## config.mk

```make
export PLATFORM = sky130hd
export DESIGN_NAME = sprite_compositor
export DESIGN_NICKNAME = d
export VERILOG_FILES = /design/src/rtl/sprite_compositor.sv
export SDC_FILE = /design/constraint.sdc
export NUM_CORES = 1
export LEC_CHECK = 0
export CAP_MARGIN = 30
export CORE_ASPECT_RATIO = 0.7
export CORE_MARGIN = 5
export CORE_UTILIZATION = 52
export DETAILED_ROUTE_END_ITERATION = 7
export GPL_TIMING_DRIVEN = 0
export HOLD_SLACK_MARGIN = 0.12
export PLACE_DENSITY = 0.77
export SETUP_SLACK_MARGIN = 0.5
export SLEW_MARGIN = 25
export SYNTH_ARGS = -nofsm -noshare
export SYNTH_HDL_FRONTEND = slang
export SYNTH_SLANG_ARGS = --single-unit
export TNS_END_PERCENT = 50
```

## constraint.sdc

```tcl
create_clock -name clk -period 2.7 [get_ports clk]
set_input_delay 0.405 -clock clk [delete_from_list [all_inputs] [get_ports clk]]
set_output_delay 0.405 -clock clk [all_outputs]
set_load 0.005 [all_outputs]
```

## src/rtl/sprite_compositor.sv

```systemverilog
`default_nettype none
// ============================================================================
// Module   : sprite_compositor
// Purpose  : NUM_LAYERS sprite hit-test, ROM addressing and priority/colour-key
//            composite over a background pixel. Optional macro: SPRITE_MIRROR_EN
// Revision : 1.0 - initial release
// ============================================================================
module sprite_compositor #(
    parameter int                     NUM_LAYERS = 4,
    parameter int                     COLOR_W    = 4,
    parameter int                     XY_W       = 10,
    parameter int                     SPR_W      = 16,
    parameter int                     SPR_H      = 16,
    parameter int                     ADDR_W     = 8,
    parameter int                     ROM_LAT    = 1,
    parameter logic [3*COLOR_W-1:0]   KEY_RGB    = 12'hF0F,
    localparam int                    LAYER_W    = (NUM_LAYERS > 1) ? $clog2(NUM_LAYERS) : 1,
    localparam int                    PIX_W      = 3 * COLOR_W
) (
    input  logic                          clk,
    input  logic                          rst_n,
    input  logic                          pix_valid,
    input  logic [XY_W-1:0]               xpos,
    input  logic [XY_W-1:0]               ypos,
    input  logic [PIX_W-1:0]              bg_rgb,
    input  logic                          frame_start,
    input  logic                          cfg_valid,
    output logic                          cfg_ready,
    input  logic [LAYER_W-1:0]            cfg_layer,
    input  logic [XY_W-1:0]               cfg_x,
    input  logic [XY_W-1:0]               cfg_y,
    input  logic                          cfg_en,
`ifdef SPRITE_MIRROR_EN
    input  logic                          cfg_mirror,
`endif
    output logic [NUM_LAYERS*ADDR_W-1:0]  spr_addr,
    input  logic [NUM_LAYERS*PIX_W-1:0]   spr_rgb,
    output logic [COLOR_W-1:0]            R,
    output logic [COLOR_W-1:0]            G,
    output logic [COLOR_W-1:0]            B,
    output logic                          out_valid
);

    logic [XY_W-1:0]        r_sh_x   [NUM_LAYERS];
    logic [XY_W-1:0]        r_sh_y   [NUM_LAYERS];
    logic [XY_W-1:0]        r_act_x  [NUM_LAYERS];
    logic [XY_W-1:0]        r_act_y  [NUM_LAYERS];
    logic [NUM_LAYERS-1:0]  r_sh_en;
    logic [NUM_LAYERS-1:0]  r_act_en;
`ifdef SPRITE_MIRROR_EN
    logic [NUM_LAYERS-1:0]  r_sh_mir;
    logic [NUM_LAYERS-1:0]  r_act_mir;
`endif
    logic                   r_cfg_ready;
    logic                   w_wr;

    assign cfg_ready = r_cfg_ready;
    assign w_wr      = cfg_valid && r_cfg_ready;

    // A write landing on the frame_start cycle bypasses the shadow into the commit.
    always_ff @(posedge clk or negedge rst_n) begin
        if (!rst_n) begin
            r_cfg_ready <= 1'b1;
            r_sh_en     <= '0;
            r_act_en    <= '0;
`ifdef SPRITE_MIRROR_EN
            r_sh_mir    <= '0;
            r_act_mir   <= '0;
`endif
            for (int i = 0; i < NUM_LAYERS; i++) begin
                r_sh_x[i]  <= '0;
                r_sh_y[i]  <= '0;
                r_act_x[i] <= '0;
                r_act_y[i] <= '0;
            end
        end else begin
            r_cfg_ready <= !frame_start;
            for (int i = 0; i < NUM_LAYERS; i++) begin
                if (w_wr && (cfg_layer == LAYER_W'(i))) begin
                    r_sh_x[i]  <= cfg_x;
                    r_sh_y[i]  <= cfg_y;
                    r_sh_en[i] <= cfg_en;
`ifdef SPRITE_MIRROR_EN
                    r_sh_mir[i] <= cfg_mirror;
`endif
                end
                if (frame_start) begin
                    if (w_wr && (cfg_layer == LAYER_W'(i))) begin
                        r_act_x[i]  <= cfg_x;
                        r_act_y[i]  <= cfg_y;
                        r_act_en[i] <= cfg_en;
`ifdef SPRITE_MIRROR_EN
                        r_act_mir[i] <= cfg_mirror;
`endif
                    end else begin
                        r_act_x[i]  <= r_sh_x[i];
                        r_act_y[i]  <= r_sh_y[i];
                        r_act_en[i] <= r_sh_en[i];
`ifdef SPRITE_MIRROR_EN
                        r_act_mir[i] <= r_sh_mir[i];
`endif
                    end
                end
            end
        end
    end

    logic [NUM_LAYERS-1:0]  w_hit;
    logic [ADDR_W-1:0]      w_addr [NUM_LAYERS];

    for (genvar i = 0; i < NUM_LAYERS; i++) begin : g_layer
        logic [XY_W:0]   w_x_end;
        logic [XY_W:0]   w_y_end;
        logic [XY_W-1:0] w_dx;
        logic [XY_W-1:0] w_dy;
        logic [XY_W-1:0] w_col;

        // One extra bit so a sprite hanging off the right/bottom edge clips instead of wrapping.
        assign w_x_end  = {1'b0, r_act_x[i]} + (XY_W+1)'(SPR_W);
        assign w_y_end  = {1'b0, r_act_y[i]} + (XY_W+1)'(SPR_H);
        assign w_hit[i] = r_act_en[i]
                       && (xpos >= r_act_x[i]) && ({1'b0, xpos} < w_x_end)
                       && (ypos >= r_act_y[i]) && ({1'b0, ypos} < w_y_end);
        assign w_dx = xpos - r_act_x[i];
        assign w_dy = ypos - r_act_y[i];
`ifdef SPRITE_MIRROR_EN
        assign w_col = r_act_mir[i] ? (XY_W'(SPR_W - 1) - w_dx) : w_dx;
`else
        assign w_col = w_dx;
`endif
        assign w_addr[i] = ADDR_W'(w_dy) * ADDR_W'(SPR_W) + ADDR_W'(w_col);
    end

    logic                   r_s1_valid;
    logic [NUM_LAYERS-1:0]  r_s1_hit;
    logic [PIX_W-1:0]       r_s1_bg;
    logic [NUM_LAYERS*ADDR_W-1:0] r_addr;
    logic                   r_dly_valid [ROM_LAT];
    logic [NUM_LAYERS-1:0]  r_dly_hit   [ROM_LAT];
    logic [PIX_W-1:0]       r_dly_bg    [ROM_LAT];

    assign spr_addr = r_addr;

    // Stage 1 latches hit/address; the delay line lines hit/bg up with ROM data.
    always_ff @(posedge clk or negedge rst_n) begin
        if (!rst_n) begin
            r_s1_valid <= 1'b0;
            r_s1_hit   <= '0;
            r_s1_bg    <= '0;
            r_addr     <= '0;
            for (int k = 0; k < ROM_LAT; k++) begin
                r_dly_valid[k] <= 1'b0;
                r_dly_hit[k]   <= '0;
                r_dly_bg[k]    <= '0;
            end
        end else begin
            r_s1_valid <= pix_valid;
            r_s1_hit   <= w_hit;
            r_s1_bg    <= bg_rgb;
            for (int i = 0; i < NUM_LAYERS; i++) begin
                if (w_hit[i]) begin
                    r_addr[i*ADDR_W +: ADDR_W] <= w_addr[i];
                end
            end
            r_dly_valid[0] <= r_s1_valid;
            r_dly_hit[0]   <= r_s1_hit;
            r_dly_bg[0]    <= r_s1_bg;
            for (int k = 1; k < ROM_LAT; k++) begin
                r_dly_valid[k] <= r_dly_valid[k-1];
                r_dly_hit[k]   <= r_dly_hit[k-1];
                r_dly_bg[k]    <= r_dly_bg[k-1];
            end
        end
    end

    logic [PIX_W-1:0] w_pix;

    // Walk from lowest priority upward so the lowest-index opaque layer wins.
    always_comb begin
        w_pix = r_dly_bg[ROM_LAT-1];
        for (int i = NUM_LAYERS - 1; i >= 0; i--) begin
            if (r_dly_hit[ROM_LAT-1][i] && (spr_rgb[i*PIX_W +: PIX_W] != KEY_RGB)) begin
                w_pix = spr_rgb[i*PIX_W +: PIX_W];
            end
        end
    end

    logic             r_out_valid;
    logic [PIX_W-1:0] r_rgb;

    always_ff @(posedge clk or negedge rst_n) begin
        if (!rst_n) begin
            r_out_valid <= 1'b0;
            r_rgb       <= '0;
        end else begin
            r_out_valid <= r_dly_valid[ROM_LAT-1];
            r_rgb       <= r_dly_valid[ROM_LAT-1] ? w_pix : '0;
        end
    end

    assign out_valid = r_out_valid;
    assign R         = r_rgb[3*COLOR_W-1 -: COLOR_W];
    assign G         = r_rgb[2*COLOR_W-1 -: COLOR_W];
    assign B         = r_rgb[COLOR_W-1   -: COLOR_W];

endmodule
`default_nettype wire

```

* Yosys cells after proc, flatten, opt, wreduce, memory -nomap -nowiden
Cells that the tools add are included.
Storage, ports and cells: flip-flop bits (word level) 248, input bits 108, logic and storage cells 118
Cells by class: add/subtract/negate cells 20, order comparisons 16, equal/unequal tests 7, muxes and demuxes 17, reductions and logical operators 27
Operators with widths (count):
- 10-bit by 5-bit adder with 11-bit output, second input constant | 8
- 10-bit by 11-bit < comparator with 1-bit output | 8
- 10-bit >= comparator | 8
- 10-bit 2-to-1 mux | 8
- 12-bit 2-to-1 mux | 5
- 12-bit inequality test, second input constant | 4
- 8-bit adder | 4
- 8-bit subtractor | 4
- 1-bit logical AND | 25
- 4-bit subtractor | 4
- 2-bit == test, second input constant | 2
- 1-bit 2-to-1 mux | 4
- 2-bit by 1-bit == test with 1-bit output, second input constant | 1
- 2-bit logical NOT | 1
- 1-bit logical NOT | 1

* Logic depth before layout (Yosys ltp)
word-level depth 7, mapped depth 12, gate-level depth less buffers 11

* Worst setup path before layout
No wires, ideal clock.
path type input -> register, start input port ypos[0], end register r_addr[31] (netlist: spr_addr[31]), setup time 0.125 ns, data arrival time 2.675 ns, required time 2.575 ns, setup slack -0.100 ns, cell stages on the path 11, path buffers 0, cell sequence inv_1 ha_1 fa_1 xor2_1 fa_1 inv_1 ha_1 a21oi_1 o21ai_0 xnor2_1 mux2_4
On the way: cells in the longest elaborated chain, start to end 3
RTL lines:
- start, declared | line 24 | input logic [XY_W-1:0] ypos,
- branches (longest 3 deep; another with 8-bit adder)
- end signal, assigned by index | line 162 | r_addr[i*ADDR_W +: ADDR_W] <= w_addr[i];
- end, declared | line 137 | logic [NUM_LAYERS*ADDR_W-1:0] r_addr;
Parallel ways; which one is timed is not known. A chain may end at the register's enable or synchronous reset.

* Final worst setup path
start register r_act_y[30] (netlist name), end register r_addr[7] (netlist: spr_addr[7])
On the way: cells in the longest elaborated chain, start to end 3
RTL lines:
- start, declared | line 47 | logic [XY_W-1:0] r_act_y [NUM_LAYERS];
- start signal, assigned by index | line 90 | r_act_y[i] <= cfg_y;
- start signal, assigned by index | line 97 | r_act_y[i] <= r_sh_y[i];
- 10-bit by 5-bit adder with 11-bit output / 10-bit >= comparator (equally long branches) | line 120, 123
- 10-bit by 11-bit < comparator with 1-bit output / 1-bit logical AND (equally long branches) | line 123 | && (ypos >= r_act_y[i]) && ({1'b0, ypos} < w_y_end);
- 1-bit logical AND | line 123
Parallel ways exist; a longest one is shown, timed or not.

==> key figures <==
Min path
  • Hold EP: r_s1_bg[10]
  • Hold Path Class: in2reg
  • Worst hold path depth: 1
  • Hold path start: bg_rgb[10]

Logic synthesis
  • Fraction of registers with async set or reset after synthesis: 1.00
  • Post-synth top flop: dfrtp_1
  • Ys Warns: 0
  • Post-Syn Instances: 1344
  • Number of enable flip-flop cells after synthesis: 0
  • Netlist cell types: 56
  • Synth Net Count: 1644
  • Yosys top cell by area: dfrtp_1
  • Area contributors post-synth: dfrtp_1, ha_1, mux2_2
  • Synth Cell Area: 0.0144 sq mm
  • Post-Syn Area per Cell: 10.7 sq um
  • Top cell type's share of synthesized area: 0.429
  • Yosys reg bits: 248
  • Sequential-to-total area share from yosys stat: 0.431

Finish
  • P&R area growth vs syn: 28.0%
  • Final net count: 1882
  • # diodes: 0
  • Fin area: 0.0184 sq mm
  • Layout cell share with drive strength beyond 1: 0.198
  • Fill count: 2103

Pwr
  • Worst IR drop on VDD: 0.593 mV
  • Clock power share: 0.245
  • Net Switching: 4970 uW
  • Static Leakage: 0.00820 uW
  • Switch share: 0.336
  • Pint: 9810 uW
  • Power share of the sequential group: 0.336
  • Combinational power share: 0.419
  • Power Dens Cells: 802 mW/mm^2

Floorplan
  • Overall die width: 209 microns
  • Row cnt: 51
  • Core Region: 0.0276 sq mm
  • Starting Density: 0.523
  • Ports: 154
  • Die area: 0.0312 sq mm
  • Die Ht: 149 microns

Global routing
  • Pin count of the biggest net entering global routing: 93
  • First-pass GRT wire length: 64.5 mm
  • Vias in the first global route: 11500
  • Total track usage: 0.264
  • Grt ovf: 0
  • Initial antenna violation count: 1

Critical path
  • Worst reg-to-reg path cell count: 10
  • Worst Path Buf+Inv: 1
  • Crit-path max cell delay: 0.51 ns
  • Reg-to-Reg Start: r_act_y[30]
  • Worst endpoint required time: 3.11 ns
  • Most used cell, CP: ha_4
  • Crit end category: flip-flop
  • Worst path cell trace: ha_4 -> fa_2 -> xor2_1 -> fa_1 -> inv_2 -> ha_4 -> nand2_1 -> o21ai_2 -> xnor2_2 -> mux2_4
  • Slowest cell on crit path: fa_1
  • CP Class: reg2reg
  • Reg-to-Reg End: spr_addr[7]
  • CP Max Fanout: 3
  • Crit path DAT: 3.11 ns
  • Crit start category: flip-flop
  • R2R Setup Slk: 0.002 ns
  • CP top delay family: adder cells

Clocking
  • CTS H-Tree Depth: 1
  • Clock Tree Root: clkbuf_16
  • Max Buffers Root-to-Sink: 3
  • Clock transition at path regs: 0.06 ns
  • Worst-Skew Late Latency: 0.53 ns
  • CTS tree: done
  • CTS buffer count: 25
  • Clock sinks: 248

STA
  • Final hold viol count: 0
  • Relative slew slack: 0.424
  • Fmax: 0.371 GHz
  • Skew final: 0.0162 ns
  • Hold WS: 0.313 ns
  • Final WS setup: 0.00156 ns
  • Worst-Margin Slew: 0.856 ns
  • Setup violations, final: 0
  • Setup_tns: 0 ns
  • Minimum clock period: 2.70 ns
  • Max-slew violation count: 0
  • Tcrit/Tclk final: 0.999
  • RSZ-0062 raised after global routing: true

Detailed routing
  • Vias: 11000
  • DRC: 0
  • Pre-antenna DRT Iters: 5
  • Via/cell ratio: 5.61
  • Initial drt markers: 875
  • Antenna viol nets, final: 0
  • Wirelength per Cell: 21.2 microns
  • Final WL: 41.7 mm

Job
  • Max-Cap Viols: 0

Place
  • Post-DP HPWL: 31.3 mm
  • DP Worst Slack: -1.11 ns
  • Area of placed instances: 0.0166 sq mm
  • Routability cong.: 0.902
  • Port Buffer Count: 152

Status
  • Status: completed
## power groups by stage
stage / Combinational (uW) / Sequential (uW) / Clock [uW]
after floorplan: 3440 / 4940 / 0
after global placement: 5160 / 5000 / 0
after detailed placement: 5350 / 5030 / 0
after CTS: 5830 / 4950 / 3680
after global routing: 6770 / 5060 / 3820
final: 6190 / 4970 / 3620
## sequential cells by signal (all words and copies together) (netlist names)
signal	flops
r_dly_valid	1
cfg_ready	1
r_sh_en	4
r_dly_bg	12
spr_addr	32
out_valid	1
r_sh_x	40
r_dly_hit	4
r_s1_valid	1
r_act_x	40
r_s1_bg	12
r_rgb	12
r_act_en	4
r_sh_y	40
r_s1_hit	4
r_act_y	40
## kinds of logic (layout without fill, tap and decap cells)
family,Yosys count,count (layout),share of synthesized area
compound gates,270,270,0.112
xor+xnor,68,68,0.0413
fa+ha+maj,192,192,0.183
buf+inv,187,440,0.0500
flops,248,248,0.431
mux,125,125,0.0966
simple gates,254,254,0.0855
## placed cells by master (no fill, tap or decap), types with 9 or more instances in the layout
| cell | instances |
|---|---|
| fa_1 | 28 |
| a211oi_1 | 10 |
| nand2_1 | 100 |
| o21a_1 | 9 |
| xnor2_1 | 49 |
| mux2i_1 | 23 |
| nand4b_1 | 11 |
| buf_6 | 17 |
| clkbuf_16 | 25 |
| ha_1 | 140 |
| buf_4 | 40 |
| nand4_1 | 10 |
| a21o_1 | 10 |
| nand3_1 | 24 |
| o21ai_0 | 98 |
| mux2_2 | 85 |
| ha_4 | 12 |
| a21oi_2 | 9 |
| mux2_4 | 15 |
| dfrtp_1 | 241 |
| xnor2_2 | 9 |
| dlygate4sd2_1 | 10 |
| a21oi_1 | 61 |
| inv_1 | 138 |
| nor2_1 | 61 |
| clkbuf_1 | 26 |
| clkdlybuf4s50_1 | 134 |
## layout make-up
| type | instances | area [sq um] | share of cell area |
|---|---|---|---|
| timing repair buffer | 211 | 2080 | 0.113 |
| inverter | 150 | 579 | 0.0314 |
| clock buffer | 33 | 716 | 0.0388 |
| clock inverter | 9 | 126 | 0.00685 |
| multi-input combinational | 909 | 8080 | 0.438 |
| buffer | 37 | 178 | 0.00963 |
| tap | 371 | 464 | 0.0252 |
| sequential | 248 | 6210 | 0.337 |
## routing by layer
metal  wire [microns]  track usage  vias up  share of wire
li1                 -            -     5134              -
met1            19000        0.391     5535           0.46
met2            18800        0.410      322           0.45
met3             3160       0.0532       50          0.076
met4              741       0.0538        0          0.018
met5                0            0        -              0
## synth_stat cells, types with 4 or more instances
cell type,instances
o311ai_0,4
fa_1,32
o21a_1,9
nand4b_1,11
and3b_1,4
a2111oi_0,9
o21ai_0,107
buf_1,5
nor2_1,61
nor3_1,11
mux2i_1,25
clkbuf_1,26
xnor2_1,58
inv_1,150
nand3_1,29
a21o_1,10
nand2b_1,4
o21bai_1,8
a21oi_1,70
dfrtp_1,247
mux2_2,96
o211ai_1,5
ha_1,160
nor2b_1,6
a211oi_1,14
a31oi_1,9
mux2_4,4
nand2_1,101
nand4_1,10
xor2_1,10
## through the flow
stage	power, uW	util	cells
2_1_floorplan	8390	-	1344
3_3_place_gp	10200	0.600	1867
3_5_place_dp	10400	0.603	1869
4_1_cts	14500	0.657	1955
5_1_grt	15700	0.669	1968
6_report	14800	0.669	1968
## what timing repair did
item / 4_1_cts / 5_1_grt
endpoints found under the hold margin: 65 / 0
buffers inserted: 43 / 13
gates resized for setup: 101 / 54
pin swaps: 33 / 16
endpoints found under the setup margin: 76 / 57
hold buffers: 1 / 0
## worst register-to-register path, delay by kind of cell, from the launching register on
kind / cells / cell delay [ns]
compound gates: 1 / 0.21
fa+ha+maj: 4 / 1.32
simple gates: 1 / 0.06
buf+inv: 1 / 0.05
mux: 1 / 0.26
xor+xnor: 2 / 0.28
flops: 1 / 0.41
## worst max-delay path by stage
stage	startpoint	slack [ns]	depth (start not counted)	endpoint
2_1_floorplan	ypos[1]	0.1	10	spr_addr[31]
3_3_place_gp	rst_n	-9.09	1	r_sh_y[8]
3_5_place_dp	ypos[1]	-1.11	11	spr_addr[7]
4_1_cts	r_act_y[34]	0.004	11	spr_addr[3]
5_1_grt	r_act_y[35]	-0.08	11	spr_addr[3]
6_report	r_act_y[30]	0.002	10	spr_addr[7]
(Power assumes the default switching activity.)
